## src/rtl/cpu_pkg.sv

```systemverilog
// Shared CPU definitions: instruction width, fetch defaults and the NOP encoding
// shown on the decode port while no instruction is available.
package cpu_pkg;

  localparam int INSTR_W = 32;
  localparam int PC_STEP_DEF = 4;
  localparam logic [INSTR_W-1:0] RESET_PC_DEF = 32'h0;
  localparam logic [INSTR_W-1:0] NOP = 32'h0;

endpackage

```

## src/rtl/fetch_unit_if.sv

```systemverilog
// Fetch-side bus: instruction SRAM request/response plus the decode handshake.
// Handshake: a beat transfers on a cycle where id_valid & id_ready are both high;
// id_valid never depends on id_ready, and the payload holds stable while id_valid & ~id_ready.
interface fetch_unit_if #(
  parameter int DATA_W = cpu_pkg::INSTR_W
);

  logic [DATA_W-1:0] imem_addr;
  logic              imem_ren;
  logic [DATA_W-1:0] imem_rdata;
  logic              id_valid;
  logic              id_ready;
  logic [DATA_W-1:0] id_instruction;
  logic [DATA_W-1:0] id_pc;
  logic [DATA_W-1:0] id_updated_pc;

  modport master (
    output imem_addr, imem_ren, id_valid, id_instruction, id_pc, id_updated_pc,
    input  imem_rdata, id_ready
  );

  modport slave (
    input  imem_addr, imem_ren, id_valid, id_instruction, id_pc, id_updated_pc,
    output imem_rdata, id_ready
  );

endinterface

```

## src/rtl/sync_fifo.sv

```systemverilog
// Single-clock FIFO with synchronous clear; no bypass, so a push is visible
// at the head only from the cycle after it is written.
module sync_fifo #(
  parameter int WIDTH = 64,
  parameter int DEPTH = 4,
  localparam int AW = $clog2(DEPTH),
  localparam int CW = AW + 1
) (
  input  logic             clk,
  input  logic             rst_n,
  input  logic             push,
  input  logic             pop,
  input  logic             clear,
  input  logic [WIDTH-1:0] wdata,
  output logic [WIDTH-1:0] rdata,
  output logic [CW-1:0]    count,
  output logic             full,
  output logic             empty
);

  logic [WIDTH-1:0] mem [DEPTH];
  logic [AW-1:0]    wr_ptr;
  logic [AW-1:0]    rd_ptr;
  logic             do_push;
  logic             do_pop;

  assign full    = (count == CW'(DEPTH));
  assign empty   = (count == '0);
  assign do_push = push & ~full;
  assign do_pop  = pop & ~empty;
  assign rdata   = mem[rd_ptr];

  // Pointers are exactly log2(DEPTH) bits, so they wrap without compare logic.
  always_ff @(posedge clk or negedge rst_n) begin
    if (!rst_n) begin
      wr_ptr <= '0;
      rd_ptr <= '0;
      count  <= '0;
      for (int i = 0; i < DEPTH; i++) mem[i] <= '0;
    end else if (clear) begin
      wr_ptr <= '0;
      rd_ptr <= '0;
      count  <= '0;
    end else begin
      if (do_push) begin
        mem[wr_ptr] <= wdata;
        wr_ptr      <= wr_ptr + AW'(1);
      end
      if (do_pop) rd_ptr <= rd_ptr + AW'(1);
      case ({do_push, do_pop})
        2'b10:   count <= count + CW'(1);
        2'b01:   count <= count - CW'(1);
        default: count <= count;
      endcase
    end
  end

endmodule

```

## src/rtl/fetch_unit.sv

```systemverilog
// Instruction-fetch front end: owns the PC, issues SRAM reads under a credit
// limit, and buffers returned words in a prefetch FIFO feeding decode.
module fetch_unit
  import cpu_pkg::*;
#(
  parameter int DATA_W = INSTR_W,
  parameter int DEPTH = 4,
  parameter int PC_STEP = PC_STEP_DEF,
  parameter logic [DATA_W-1:0] RESET_PC = RESET_PC_DEF
) (
  input  logic              clk,
  input  logic              arst_n,
  input  logic              enable,
  input  logic              redirect,
  input  logic [DATA_W-1:0] redirect_pc,
  fetch_unit_if.master      bus
);

  localparam int CW = $clog2(DEPTH) + 1;

  logic [DATA_W-1:0]   pc;
  logic [DATA_W-1:0]   tag_pc;
  logic                inflight;
  logic                kill;
  logic                issue;
  logic                push;
  logic                pop;
  logic [CW-1:0]       fifo_count;
  logic                fifo_full;
  logic                fifo_empty;
  logic [2*DATA_W-1:0] head;
  logic [CW:0]         in_use;
  logic [DATA_W-1:0]   head_instr;
  logic [DATA_W-1:0]   head_pc;

  // Buffered plus inflight words may never exceed DEPTH, so a return always has a slot.
  // Gating with arst_n keeps the request line quiet while reset is held.
  assign in_use = {1'b0, fifo_count} + (CW+1)'(inflight);
  assign issue  = arst_n & enable & ~redirect & (in_use < (CW+1)'(DEPTH));
  assign push   = inflight & ~kill & ~redirect;
  assign pop    = ~fifo_empty & bus.id_ready & ~redirect;

  always_ff @(posedge clk or negedge arst_n) begin
    if (!arst_n) begin
      pc       <= RESET_PC;
      tag_pc   <= '0;
      inflight <= 1'b0;
      kill     <= 1'b0;
    end else begin
      inflight <= issue;
      kill     <= redirect & inflight;
      if (issue) tag_pc <= pc;
      if (redirect)   pc <= redirect_pc;
      else if (issue) pc <= pc + DATA_W'(PC_STEP);
    end
  end

  sync_fifo #(
    .WIDTH(2*DATA_W),
    .DEPTH(DEPTH)
  ) u_fifo (
    .clk  (clk),
    .rst_n(arst_n),
    .push (push),
    .pop  (pop),
    .clear(redirect),
    .wdata({bus.imem_rdata, tag_pc}),
    .rdata(head),
    .count(fifo_count),
    .full (fifo_full),
    .empty(fifo_empty)
  );

  assign head_instr = head[2*DATA_W-1:DATA_W];
  assign head_pc    = head[DATA_W-1:0];

  assign bus.imem_addr      = pc;
  assign bus.imem_ren       = issue;
  assign bus.id_valid       = ~fifo_empty;
  assign bus.id_instruction = fifo_empty ? NOP : head_instr;
  assign bus.id_pc          = fifo_empty ? '0 : head_pc;
  assign bus.id_updated_pc  = fifo_empty ? '0 : head_pc + DATA_W'(PC_STEP);

  no_push_when_full: assert property (@(posedge clk) disable iff (!arst_n) !(push && fifo_full));

endmodule

```

## src/flat_wrapper.sv

```systemverilog
// flat-port wrapper written by rule: the top's interface ports become plain ports
module fetch_unit_flat import cpu_pkg::*;
#(
  parameter int DATA_W = INSTR_W,
  parameter int DEPTH = 4,
  parameter int PC_STEP = PC_STEP_DEF,
  parameter logic [DATA_W-1:0] RESET_PC = RESET_PC_DEF
)
  (clk, arst_n, enable, redirect, redirect_pc, bus_imem_addr, bus_imem_ren, bus_id_valid, bus_id_instruction, bus_id_pc, bus_id_updated_pc, bus_imem_rdata, bus_id_ready);
  fetch_unit_if #(.DATA_W(DATA_W)) bus_i ();
  input  logic clk;
  input  logic arst_n;
  input  logic enable;
  input  logic redirect;
  input  logic [DATA_W-1:0] redirect_pc;
  output wire logic [$bits(bus_i.imem_addr)-1:0] bus_imem_addr;
  output wire logic [$bits(bus_i.imem_ren)-1:0] bus_imem_ren;
  output wire logic [$bits(bus_i.id_valid)-1:0] bus_id_valid;
  output wire logic [$bits(bus_i.id_instruction)-1:0] bus_id_instruction;
  output wire logic [$bits(bus_i.id_pc)-1:0] bus_id_pc;
  output wire logic [$bits(bus_i.id_updated_pc)-1:0] bus_id_updated_pc;
  input wire logic [$bits(bus_i.imem_rdata)-1:0] bus_imem_rdata;
  input wire logic [$bits(bus_i.id_ready)-1:0] bus_id_ready;
  assign bus_imem_addr = bus_i.imem_addr;
  assign bus_imem_ren = bus_i.imem_ren;
  assign bus_id_valid = bus_i.id_valid;
  assign bus_id_instruction = bus_i.id_instruction;
  assign bus_id_pc = bus_i.id_pc;
  assign bus_id_updated_pc = bus_i.id_updated_pc;
  assign bus_i.imem_rdata = bus_imem_rdata;
  assign bus_i.id_ready = bus_id_ready;
  fetch_unit #(.DATA_W(DATA_W), .DEPTH(DEPTH), .PC_STEP(PC_STEP), .RESET_PC(RESET_PC)) u_core (.clk(clk), .arst_n(arst_n), .enable(enable), .redirect(redirect), .redirect_pc(redirect_pc), .bus(bus_i));
endmodule
```

## config.mk

```make
export PLATFORM = sky130hd
export DESIGN_NAME = fetch_unit_flat
export DESIGN_NICKNAME = d
export VERILOG_FILES = /design/src/rtl/cpu_pkg.sv /design/src/rtl/fetch_unit_if.sv /design/src/rtl/sync_fifo.sv /design/src/rtl/fetch_unit.sv /design/src/flat_wrapper.sv
export SDC_FILE = /design/constraint.sdc
export NUM_CORES = 1
export LEC_CHECK = 0
export ABC_AREA = 1
export ABC_CLOCK_PERIOD_IN_PS = 3600
export BUFFER_PORTS_ARGS = -buffer_cell sky130_fd_sc_hd__clkbuf_2
export CAP_MARGIN = 20
export CORE_UTILIZATION = 50
export CTS_CLUSTER_DIAMETER = 150
export CTS_CLUSTER_SIZE = 40
export DETAILED_ROUTE_END_ITERATION = 16
export HOLD_SLACK_MARGIN = 0.12
export PLACE_DENSITY = 0.7
export SYNTH_ARGS = -nofsm -noshare
export SYNTH_HDL_FRONTEND = slang
export SYNTH_HIERARCHICAL = 1
export SYNTH_SLANG_ARGS = --single-unit
```

## constraint.sdc

```tcl
create_clock -name clk -period 3.6 [get_ports clk]
set_input_delay 0.36 -clock clk [delete_from_list [all_inputs] [get_ports clk]]
set_output_delay 0.36 -clock clk [all_outputs]
set_load 0.1 [all_outputs]
```

After elaboration in Yosys (flattened, before gate mapping)
Index checks and enable logic that the tools add are counted.

Add/subtract/negate cells: 7. Mux-type cells: 17. Eq/ne operators: 3. Bitwise logic cells: 16. Order comparisons: 4. Reduce and logical (&&, ||, !) cells: 7.

Operators by type and width (count): bitwise mux 256 bit (1); two-way mux 64 bit (3); two-way mux 32 bit (5); binary-select mux 64 bit (select 2 bit) (1); demux 64 bit (select 2 bit) (1); adder 32 x 3 -> 32 bit, second input constant (2); AND 1 bit (10); two-way mux 2 bit (4); >= comparator 3 bit, second input constant (2); NOT 2 -> 3 bit (2); one-hot mux 3 bit (2 select lines) (1); nonzero test 2 bit (3); adder 2 x 1 -> 2 bit, second input constant (2); adder 3 x 1 -> 4 bit (1); < comparator 4 x 3 -> 1 bit, second input constant (1); NOT 1 bit (4); adder 3 x 1 -> 3 bit, second input constant (1); equality test 3 bit, second input constant (1); zero test 3 bit (1); < comparator 3 x 1 -> 1 bit, second input constant (1); two-way mux 3 bit (1); nonzero test 3 bit (1); subtractor 3 x 1 -> 3 bit, second input constant (1); equality test 2 x 1 -> 1 bit, second input constant (1); other kinds (3) (3).

Output and inout port bits: 130. Register bits after elaboration: 329. Bits of input ports: 69.

Longest topological paths before layout
Depth after elaboration: 8. Mapped depth: 15. Depth with buffers taken out: 14.

By module
Netlist, hierarchy kept.

By module, submodules not included: sync_fifo (cells an instance 1314, instances 1, area each 12239.2 um^2); fetch_unit (cells an instance 831, instances 1, area each 4961.0 um^2).

Worst setup path after synthesis
OpenSTA, ideal clock, no wires.

Kind: reg2out. Start: reg u_core.u_fifo.rd_ptr[0]. End: out bus_id_updated_pc[6]. Path buffers: 3. Slack: -1.116 ns. Data required time: 3.240 ns. Arrival: 4.356 ns. Stages on the path, launching flop included: 11. Cells stage by stage: dfrtp_1 -> buf_2 -> inv_1 -> buf_2 -> buf_2 -> nor2_1 -> o22ai_1 -> inv_1 -> nor2_1 -> a31oi_1 -> a21oi_1.

Longest elaborated chain between the ends: 6.

RTL lines: start: declaration (line sync_fifo.sv:23) `logic [AW-1:0] rd_ptr;`; start signal: assignment (line sync_fifo.sv:49) `if (do_pop) rd_ptr <= rd_ptr + AW'(1);`; NOT 2 -> 3 bit (not written as such) (line sync_fifo.sv:31) `assign rdata = mem[rd_ptr];`; binary-select mux 64 bit (select 2 bit) (line sync_fifo.sv:31); two-way mux 64 bit (not written as such) (2 in series) (line sync_fifo.sv:31); named net u_core.head[5] (line fetch_unit.sv:31) `logic [2*DATA_W-1:0] head;`; adder 32 x 3 -> 32 bit (line fetch_unit.sv:82) `assign bus.id_updated_pc = fifo_empty ? '0 : head_pc + DATA_W'(PC_STEP);`; two-way mux 32 bit (line fetch_unit.sv:82); end: declaration (line flat_wrapper.sv:21) `output wire logic [$bits(bus_i.id_updated_pc)-1:0] bus_id_updated_pc;`.

The timed path passes the listed nets, and every way through them passes these cells. The select of a mux whose other input is x is not followed.

Worst setup path in the final report
Start: reg u_core.u_fifo.rd_ptr[1]. End: out bus_id_updated_pc[30].

The elaborated chain is that of the path after synthesis.

==> impl_metrics.csv <==
group,metric,value,unit
run_status,status,"complete, no violations",
placement,placed_cell_area,0.0189,mm^2
cells_and_area,multi_input_area,0.00741,mm^2
power_and_ir_drop,power_density,826,mW/mm^2
clock_tree,clockBufferDepth,3,
clock_tree,htreeDepth,1,
critical_path,critical_path_class,"register to output port",
critical_path,rr_startpoint,"u_core/u_fifo/count[0]$_DFFE_PN0P_",
timing,final_max_slew_viol_count,0,
logic_synthesis,yosys_warnings,6,
route,dr.pass1.iters,7,
clock_tree,cts_buffers,12,
clock_tree,cts.sinks,329,
grt,grt_pass1_wl,73100,um
route,drt-total-wl,44600,um
clock_tree,clkLatencyLatePin,0.52,ns
critical_path,critPathMaxFanout,21,
timing,fin_worst_skew,0.0503,ns
timing,period_share,95.2,%
route,vias,14855,
cells_and_area,area_delta_synth_final,13.9,%
placement,portBuffers,198,
clock_tree,cts_tree,"yes",
timing,finalSetupViolCount,0,
die,num_rows,67,
critical_path,end_kind,"output port",
grt,grt_pass1_vias,13960,
grt,grt_util_all_layers,25.4,%
route,drtIter0Drc,1180,
timing,max_slew_margin,37.3,%
logic_synthesis,avgSynthCellArea,8.02,um^2
critical_path,cp.arrival,3.07,ns
die,die_w,187,um
timing,finalHoldViolCount,0,
min_path,hold_start,"redirect_pc[22]",
grt,grt_max_degree,162,
placement,hpwl,30000,um
clock_tree,cts.clk_slew.worst_paths,0.14,ns
cells_and_area,layout-drive-gt1-share,21.0,%
die,io_pins,199,
die,fp.dieH,187,um
placement,place_congestion,0.933,
timing,fmax,292,MHz
critical_path,start_kind,"register",
cells_and_area,finish.instance_area,0.0196,mm^2
cells_and_area,finalNetCount,2384,
die,start_util,51.0,%
cells_and_area,num_antenna_cells,0,
grt,overflow,0,
grt,grt_antenna_before_repair,0,
logic_synthesis,synth_cells,2144,
power_and_ir_drop,power_leakage,9.54,nW
route,drcViolationCount,0,
clock_tree,clockRootBuffer,"clkbuf_16",
critical_path,required,3.24,ns
timing,rsz0062_at_grt,"yes",
power_and_ir_drop,ir_drop,1030,uV
cells_and_area,final_cell_mix,"538 x nand2_1, 327 x dfrtp_1, 271 x nor2_1",
route,vias_per_cell,5.39,
timing,worst_pin_slew,0.940,ns
timing,post-route-min-period,3.43,ns
die,core_region_area,0.0337,mm^2
route,post_drt_wl_per_cell,16.2,um
min_path,hold_path_class,"primary input to register",
logic_synthesis,synthesis.nets,2220,
cells_and_area,seqCellArea,0.00824,mm^2
route,drtAntennaViolNets,0,
placement,preCtsSetupSlack,0.580,ns
critical_path,worstSetupStartpoint,"u_core/u_fifo/rd_ptr[1]$_DFFE_PN0P_",
logic_synthesis,syn_area,0.0172,mm^2
flow_run,cap_violations,0,
timing,worst_slack,0.174,ns
die,dieArea,0.0351,mm^2
cells_and_area,fill_cells,3073,
cells_and_area,final_common_cell,"nand2_1",
==> repair_timing <==
action	4_1_cts	5_1_grt
setup endpoints to repair	1	22
cloned	0	1
hold buffers	23	0
endpoints found under the hold margin	73	0
resized for setup	2	18
pin swaps	0	1
buffers inserted	0	3
==> layout make-up <==
cell class | instances | share of cell area [%]
Clock buffer | 14 | 1.68
Clock inverter | 1 | 0.153
Inverter | 204 | 3.95
Multi-Input combinational cell | 1487 | 37.8
Sequential cell | 329 | 42.1
Tap cell | 448 | 2.86
Timing Repair Buffer | 274 | 11.5
==> sequential cells by signal, indices dropped and copies added (netlist names) <==
signal,flops
u_core/bus.imem_addr,32
u_core/inflight,1
u_core/kill,1
u_core/tag_pc,32
u_core/u_fifo/count,3
u_core/u_fifo/mem,256
u_core/u_fifo/rd_ptr,2
u_core/u_fifo/wr_ptr,2
==> path summary, 6_finish.rpt <==
check | end | slack (ns) | cells after the start
min reg2reg | u_core/u_fifo/mem[109]$_DFFE_PN0P_ | 0.49 | 2
max reg2reg | u_core/u_fifo/count[2]$_DFFE_PN0P_ | 1.14 | 14
max | bus_id_updated_pc[30] | 0.17 | 14
max in group asynchronous | u_core/u_fifo/mem[155]$_DFFE_PN0P_ | 1.89 | 3
min | u_core/bus.imem_addr[22]$_DFFE_PN0P_ | 0.13 | 5
min in group asynchronous | u_core/u_fifo/mem[52]$_DFFE_PN0P_ | 0.34 | 2
==> critical path, cell delays in order, from the launching register on <==
cell and delay, ns:
dfrtp_2 0.45, inv_2 0.27, buf_12 0.21, buf_4 0.21, o21ai_0 0.10, o22ai_1 0.30, nand2_1 0.15, nor2_1 0.12
nand2_1 0.06, nor2_1 0.21, nand2_1 0.08, nand2_1 0.06, nand2_1 0.06, nor2_2 0.13, buf_12 0.19
==> per-layer routing <==
metal,vias up,global-route usage (%),wire [um]
li1,7212,-,-
met1,7065,38.1,21000
met2,515,39.1,19700
met3,63,2.76,2830
met4,0,6.79,1120
met5,-,0,0
==> where the power goes <==
group | total (W) | switching, W | internal, W
registers | 0.00471 | 0.000426 | 0.00428
logic | 0.00966 | 0.00746 | 0.00220
clock network | 0.00180 | 0.00113 | 0.000678
==> stage by stage <==
stage	total power, W	setup TNS, ns	instances	hold slack, ns	utilization, %
4_1_cts	0.0162	0	2753	0.123	57.8
5_1_grt	0.0170	-0.00689	2757	0.145	58.1
2_1_floorplan	0.0118	-0.0432	2144	0.0644	-
3_5_place_dp	0.0143	0	2715	0.316	56.0
6_report	0.0162	0	2757	0.131	58.1
3_3_place_gp	0.0143	0	2715	0.315	56.0
Note: power is estimated with default switching activity, not from simulation.
